==> src/rtl/dircc_types_pkg.sv <==
// Shared types and header-field constants for the DIRCC packet router.
package dircc_types_pkg;

   typedef enum logic [1:0] {
      IDLE      = 2'd0,
      FWD_LOCAL = 2'd1,
      FWD_NET   = 2'd2,
      DROP      = 2'd3
   } router_state_e;

   localparam int          HDR_HWADDR_MSB   = 31;
   localparam int          HDR_HWADDR_LSB   = 16;
   localparam logic [15:0] BROADCAST_HWADDR = 16'hFFFF;

   // Broadcast never loops back locally, even if our own address is all-ones.
   function automatic logic is_local_hdr(input logic [15:0] hw_addr, input logic [15:0] own_addr);
      return (hw_addr == own_addr) && (hw_addr != BROADCAST_HWADDR);
   endfunction

endpackage

==> src/rtl/dircc_st_output_reg.sv <==
// Single-entry Avalon-ST output register: one beat of storage, loaded when the
// router writes it, drained by the downstream ready.
module dircc_st_output_reg #(
   parameter int DATA_WIDTH  = 32,
   parameter int EMPTY_WIDTH = 2
) (
   input  logic                   clk,
   input  logic                   reset_n,
   input  logic                   load_i,
   input  logic [DATA_WIDTH-1:0]  data_i,
   input  logic [EMPTY_WIDTH-1:0] empty_i,
   input  logic                   sop_i,
   input  logic                   eop_i,
   output logic [DATA_WIDTH-1:0]  data_o,
   output logic [EMPTY_WIDTH-1:0] empty_o,
   output logic                   sop_o,
   output logic                   eop_o,
   output logic                   valid_o,
   input  logic                   ready_i,
   output logic                   free_o
);

   logic                   valid_q, valid_d;
   logic [DATA_WIDTH-1:0]  data_q;
   logic [EMPTY_WIDTH-1:0] empty_q;
   logic                   sop_q, eop_q;

   always_comb begin
      valid_d = valid_q;
      if (load_i) begin
         valid_d = 1'b1;
      end else if (ready_i) begin
         valid_d = 1'b0;
      end
   end

   always_ff @(posedge clk or negedge reset_n) begin
      if (!reset_n) begin
         valid_q <= 1'b0;
      end else begin
         valid_q <= valid_d;
      end
   end

   // Payload needs no reset; it is only observed while valid is high.
   always_ff @(posedge clk) begin
      if (load_i) begin
         data_q  <= data_i;
         empty_q <= empty_i;
         sop_q   <= sop_i;
         eop_q   <= eop_i;
      end
   end

   assign data_o  = data_q;
   assign empty_o = empty_q;
   assign sop_o   = sop_q;
   assign eop_o   = eop_q;
   assign valid_o = valid_q;
   assign free_o  = !valid_q || ready_i;

endmodule

==> src/rtl/dircc_packet_router.sv <==
// Routes Avalon-ST packets from the processing element to the local loopback or
// the network by header hw_addr; headerless packets are dropped. Latency 1 beat.
module dircc_packet_router
   import dircc_types_pkg::*;
#(
   parameter int  BITS_PER_SYMBOL   = 8,
   parameter int  SYMBOLS_PER_BEAT  = 4,
   parameter int  MEM_ADDRESS_WIDTH = 32,
   localparam int DATA_WIDTH        = BITS_PER_SYMBOL * SYMBOLS_PER_BEAT,
   localparam int EMPTY_WIDTH       = $clog2(SYMBOLS_PER_BEAT)
) (
   input  logic                         clk,
   input  logic                         reset_n,
   input  logic [MEM_ADDRESS_WIDTH-1:0] address,

   input  logic [DATA_WIDTH-1:0]        in_data,
   input  logic [EMPTY_WIDTH-1:0]       in_empty,
   input  logic                         in_startofpacket,
   input  logic                         in_endofpacket,
   input  logic                         in_valid,
   output logic                         in_ready,

   output logic [DATA_WIDTH-1:0]        local_data,
   output logic [EMPTY_WIDTH-1:0]       local_empty,
   output logic                         local_startofpacket,
   output logic                         local_endofpacket,
   output logic                         local_valid,
   input  logic                         local_ready,

   output logic [DATA_WIDTH-1:0]        net_data,
   output logic [EMPTY_WIDTH-1:0]       net_empty,
   output logic                         net_startofpacket,
   output logic                         net_endofpacket,
   output logic                         net_valid,
   input  logic                         net_ready,

   output logic [15:0]                  local_count,
   output logic [15:0]                  net_count,
   output logic [15:0]                  drop_count
);

   router_state_e state_q, state_d;
   logic [15:0]   local_cnt_q, local_cnt_d;
   logic [15:0]   net_cnt_q, net_cnt_d;
   logic [15:0]   drop_cnt_q, drop_cnt_d;
   logic          rdy;
   logic          load_local, load_net;
   logic          local_free, net_free;
   logic          hdr_local;
   logic          addr_unused;

   // Only the low 16 address bits take part in routing.
   assign addr_unused = ^address;
   assign hdr_local   = is_local_hdr(in_data[HDR_HWADDR_MSB:HDR_HWADDR_LSB], address[15:0]);

   always_comb begin
      state_d     = state_q;
      rdy         = 1'b0;
      load_local  = 1'b0;
      load_net    = 1'b0;
      local_cnt_d = local_cnt_q;
      net_cnt_d   = net_cnt_q;
      drop_cnt_d  = drop_cnt_q;
      case (state_q)
         IDLE: begin
            if (in_valid) begin
               if (!in_startofpacket) begin
                  rdy        = 1'b1;
                  drop_cnt_d = drop_cnt_q + 16'd1;
                  if (!in_endofpacket) state_d = DROP;
               end else if (hdr_local) begin
                  rdy = local_free;
                  if (local_free) begin
                     load_local  = 1'b1;
                     local_cnt_d = local_cnt_q + 16'd1;
                     if (!in_endofpacket) state_d = FWD_LOCAL;
                  end
               end else begin
                  rdy = net_free;
                  if (net_free) begin
                     load_net  = 1'b1;
                     net_cnt_d = net_cnt_q + 16'd1;
                     if (!in_endofpacket) state_d = FWD_NET;
                  end
               end
            end
         end
         FWD_LOCAL: begin
            rdy = local_free;
            if (in_valid && local_free) begin
               load_local = 1'b1;
               if (in_endofpacket) state_d = IDLE;
            end
         end
         FWD_NET: begin
            rdy = net_free;
            if (in_valid && net_free) begin
               load_net = 1'b1;
               if (in_endofpacket) state_d = IDLE;
            end
         end
         DROP: begin
            rdy = 1'b1;
            if (in_valid && in_endofpacket) state_d = IDLE;
         end
         default: state_d = IDLE;
      endcase
   end

   always_ff @(posedge clk or negedge reset_n) begin
      if (!reset_n) begin
         state_q     <= IDLE;
         local_cnt_q <= 16'd0;
         net_cnt_q   <= 16'd0;
         drop_cnt_q  <= 16'd0;
      end else begin
         state_q     <= state_d;
         local_cnt_q <= local_cnt_d;
         net_cnt_q   <= net_cnt_d;
         drop_cnt_q  <= drop_cnt_d;
      end
   end

   assign in_ready    = reset_n && rdy;
   assign local_count = local_cnt_q;
   assign net_count   = net_cnt_q;
   assign drop_count  = drop_cnt_q;

   dircc_st_output_reg #(.DATA_WIDTH(DATA_WIDTH), .EMPTY_WIDTH(EMPTY_WIDTH)) u_local_reg (
      .clk     (clk),
      .reset_n (reset_n),
      .load_i  (load_local),
      .data_i  (in_data),
      .empty_i (in_empty),
      .sop_i   (in_startofpacket),
      .eop_i   (in_endofpacket),
      .data_o  (local_data),
      .empty_o (local_empty),
      .sop_o   (local_startofpacket),
      .eop_o   (local_endofpacket),
      .valid_o (local_valid),
      .ready_i (local_ready),
      .free_o  (local_free)
   );

   dircc_st_output_reg #(.DATA_WIDTH(DATA_WIDTH), .EMPTY_WIDTH(EMPTY_WIDTH)) u_net_reg (
      .clk     (clk),
      .reset_n (reset_n),
      .load_i  (load_net),
      .data_i  (in_data),
      .empty_i (in_empty),
      .sop_i   (in_startofpacket),
      .eop_i   (in_endofpacket),
      .data_o  (net_data),
      .empty_o (net_empty),
      .sop_o   (net_startofpacket),
      .eop_o   (net_endofpacket),
      .valid_o (net_valid),
      .ready_i (net_ready),
      .free_o  (net_free)
   );

endmodule

==> config.mk <==
export PLATFORM = sky130hd
export DESIGN_NAME = dircc_packet_router
export DESIGN_NICKNAME = d
export VERILOG_FILES = /design/src/rtl/dircc_types_pkg.sv /design/src/rtl/dircc_st_output_reg.sv /design/src/rtl/dircc_packet_router.sv
export SDC_FILE = /design/constraint.sdc
export NUM_CORES = 1
export LEC_CHECK = 0
export ABC_AREA = 1
export CAP_MARGIN = 20
export CELL_PAD_IN_SITES_DETAIL_PLACEMENT = 1
export CELL_PAD_IN_SITES_GLOBAL_PLACEMENT = 1
export CORE_MARGIN = 2
export CORE_UTILIZATION = 45
export DETAILED_ROUTE_END_ITERATION = 7
export DONT_BUFFER_PORTS = 1
export PLACE_DENSITY_LB_ADDON = 0.1
export SLEW_MARGIN = 0
export SYNTH_ARGS = -nofsm -noshare
export SYNTH_HDL_FRONTEND = slang
export SYNTH_HIERARCHICAL = 1
export SYNTH_SLANG_ARGS = --single-unit
==> constraint.sdc <==
create_clock -name clk -period 4.7 [get_ports clk]
set_clock_uncertainty 0.2 [all_clocks]
set_input_delay 0 -clock clk [delete_from_list [all_inputs] [get_ports clk]]
set_output_delay 0 -clock clk [all_outputs]
set_load 0.02 [all_outputs]
==> results_dict.tcl <==
set metrics [dict create \
    cellPowerDensity_mw_per_mm2 512 \
    grt_max_degree 53 \
    yosys_warnings 6 \
    netlist_area_mm2 0.00565 \
    synth.ff_latch_count 124 \
    synth_edf_count 72 \
    gr-total-overflow 0 \
    arrival_ns 4.24 \
    rows 40 \
    max_cap_viol_count 0 \
    cp_max_fo 30 \
    grt_pass1_wl_mm 23.6 \
    drc 0 \
    syn_inst 537 \
    cts_inserted_buffers 17 \
    slowest_stage "dlygate4sd3_1" \
    slew_viol_final 0 \
    vias 3989 \
    holdCritPathClass "in2async" \
    syn-num-nets 617 \
    crit_path_max_incr_delay_ns 0.62 \
    antenna_found_initial 1 \
    synth_flop_cell "edfxtp_1" \
    grt_pass1_vias 4314 \
    critical_path_class "in2reg" \
    start_util_pct 46.7 \
    ys_types 37 \
    detailedRoute.firstIterationViolations 219 \
    ys_top_cells_by_count "nand2_1 (145), edfxtp_1 (72), inv_1 (66), dfrtp_1 (52), nand3_1 (30)" \
    p_total_w 0.00356 \
    synthArstFlopShare_pct 41.9 \
    coreArea_mm2 0.0121 \
    tns_ns 0 \
    hpwl_mm 9.72 \
    cts_tree "yes" \
    yosysTopAreaCell "edfxtp_1" \
    portBuffers 0 \
    start_kind "primary input" \
    cp_cell_sequence "dlygate4sd3_1 -> xnor2_1 -> nand2_1 -> dlygate4sd3_1 -> nor2_1 -> dlygate4sd3_1 -> nand2_2 -> dlygate4sd3_1 -> nor2_4 -> dlygate4sd3_1 -> nand3_4 -> o21ai_4 -> buf_6" \
    h-tree-depth 4 \
    yosysMostFrequentCell "nand2_1" \
    routed_via_density 5.09 \
    final.min_clock_period_ns 4.35 \
    max_slew.worst_pin.slew_ns 0.932 \
    postCtsSetupRepairBufs 0 \
    clk_pin_slew_ns 0.06 \
    grt_setup_unrepaired "no" \
    period_share_pct 92.6 \
    avgSynthCellArea_um2 10.5 \
    synth_top_cell_area_share_pct 38.3 \
    slew_headroom_pct 37.6 \
    clock-sinks 124 \
    clock-root-buffer "clkbuf_16" \
    worst_path_most_repeated_cell "dlygate4sd3_1" \
    rrSetupSlack_ns 1.75 \
    grt_usage_pct 23.6 \
    worst-path-buf-inv 6 \
    finalSetupViolCount 0 \
    synth.area.top_cells "edfxtp_1 (38%), dfrtp_1 (23%), nand2_1 (9.6%), inv_1 (4.4%), xor2_1 (3.7%)" \
    drive_above_1_share_pct 12.4 \
    clock.fmax_mhz 230 \
    finalWirelength_mm 15.1 \
    ant_nets 0 \
    die_w_um 116 \
    max-vdd-ir-drop_uv 192 \
    hold_viol_final 0 \
    yosysSeqAreaShare_pct 61.3 \
    cpLargestDelayFamily "buffers and inverters" \
    first_pass_iters 4 \
    gp_congestion 0.768 \
    required_ns 4.59 \
    ios 196 \
    dieArea_mm2 0.0135 \
    dieHeight_um 116 \
    end_kind "register" \
    leakagePower_nw 2.92 \
    clockBufferDepth 2 \
    area_growth_pct 22.9 \
    wire_per_inst_um 19.3 \
    nets 681 \
    run_status "finished clean" \
    insertion_delay_ns 0.42 \
]
cell families after synthesis:
group,Yosys count,synth area share [%]
adders and majority gates,7,1.55
and+or+nand+nor,256,21.3
muxes,1,0.199
AOI/OAI and AO/OA,27,2.97
buffers and inverters,75,5.40
DFF,124,61.3
xor gates and xnor gates,47,7.29
metal layers:
metal	share of wire (%)	routed length, um	up-vias	GRT usage, %
li1	-	-	1881	-
met1	37	5660	1930	26.2
met2	53	7940	156	41.6
met3	8.1	1220	22	8.05
met4	1.9	287	0	9.52
met5	0	0	-	0
state kept, by name, summed over array words and instances, names as in the netlist:
register / flops
state_q: 2
u_local_reg/valid_o: 1
u_net_reg/data_o: 32
u_net_reg/empty_o: 2
u_net_reg/eop_o: 1
u_net_reg/sop_o: 1
local_count: 16
u_local_reg/data_o: 32
u_local_reg/sop_o: 1
net_count: 16
u_net_reg/valid_o: 1
u_local_reg/empty_o: 2
drop_count: 16
u_local_reg/eop_o: 1
worst paths after layout:
check                                        end         from  depth (start not counted)
min in group clk                  local_count[3]  in_data[30]                          8
min                              local_count[11]      reset_n                          3
max                        u_local_reg/data_o[3]  in_data[30]                         13
max reg2reg                 u_net_reg/data_o[30]   state_q[0]                          6
min reg2reg                           state_q[1]   state_q[1]                          2
max in group asynchronous          drop_count[2]      reset_n                          3
where the power goes:
part / internal, W / total [W] / switching (W)
Sequential: 0.00138 / 0.00175 / 0.000369
Combinational: 0.000187 / 0.000543 / 0.000356
Clock: 0.000704 / 0.00126 / 0.000561
Total: 0.00227 / 0.00356 / 0.00129
repair_timing:
item | 4_1_cts | 5_1_grt
hold buffers | 49 | 0
resized for setup | 0 | 1
endpoints found under the setup margin | 0 | 1
hold endpoints to repair | 184 | 0
stage by stage:
| stage | hold slack, ns | std cells | area [um^2] | setup slack (ns) | utilization [%] |
|---|---|---|---|---|---|
| after floorplan | -0.496 | 537 | 5650 | 0.739 | - |
| after global placement | -0.494 | 701 | 5840 | 1.78 | 48.2 |
| after detailed placement | -0.494 | 701 | 5840 | 1.70 | 48.2 |
| after CTS | 0.00696 | 782 | 6940 | 0.295 | 57.3 |
| after global routing | 0.0346 | 782 | 6940 | 0.130 | 57.3 |
| final | 0.00316 | 783 | 6950 | 0.350 | 57.4 |
cell usage in the layout (no fill, tap or decap), drive strengths merged, types with 11 or more instances in the layout:
master,n
nand2,153
inv,79
edfxtp,72
dfrtp,52
dlygate4sd3,47
nor2,39
nand3,36
xor2,24
xnor2,23
o21ai,23
clkbuf,17
nor3,11
cell type report:
class,count,area [um^2]
Antenna cell,1,2.50
Clock buffer,17,425
Clock inverter,15,146
Fill cell,1340,5160
Inverter,70,267
Multi-Input combinational cell,338,1900
Sequential cell,124,3460
Tap cell,168,210
Timing Repair Buffer,50,537
worst register-to-register path, stage by stage, from the launching register on:
cell	delay, ns
dfrtp_1	0.41
inv_1	0.09
ha_1	0.56
inv_1	0.19
nor2_1	0.22
nand2_4	0.15
nand2_2	0.71
Note: power is estimated with default switching activity, not from simulation.
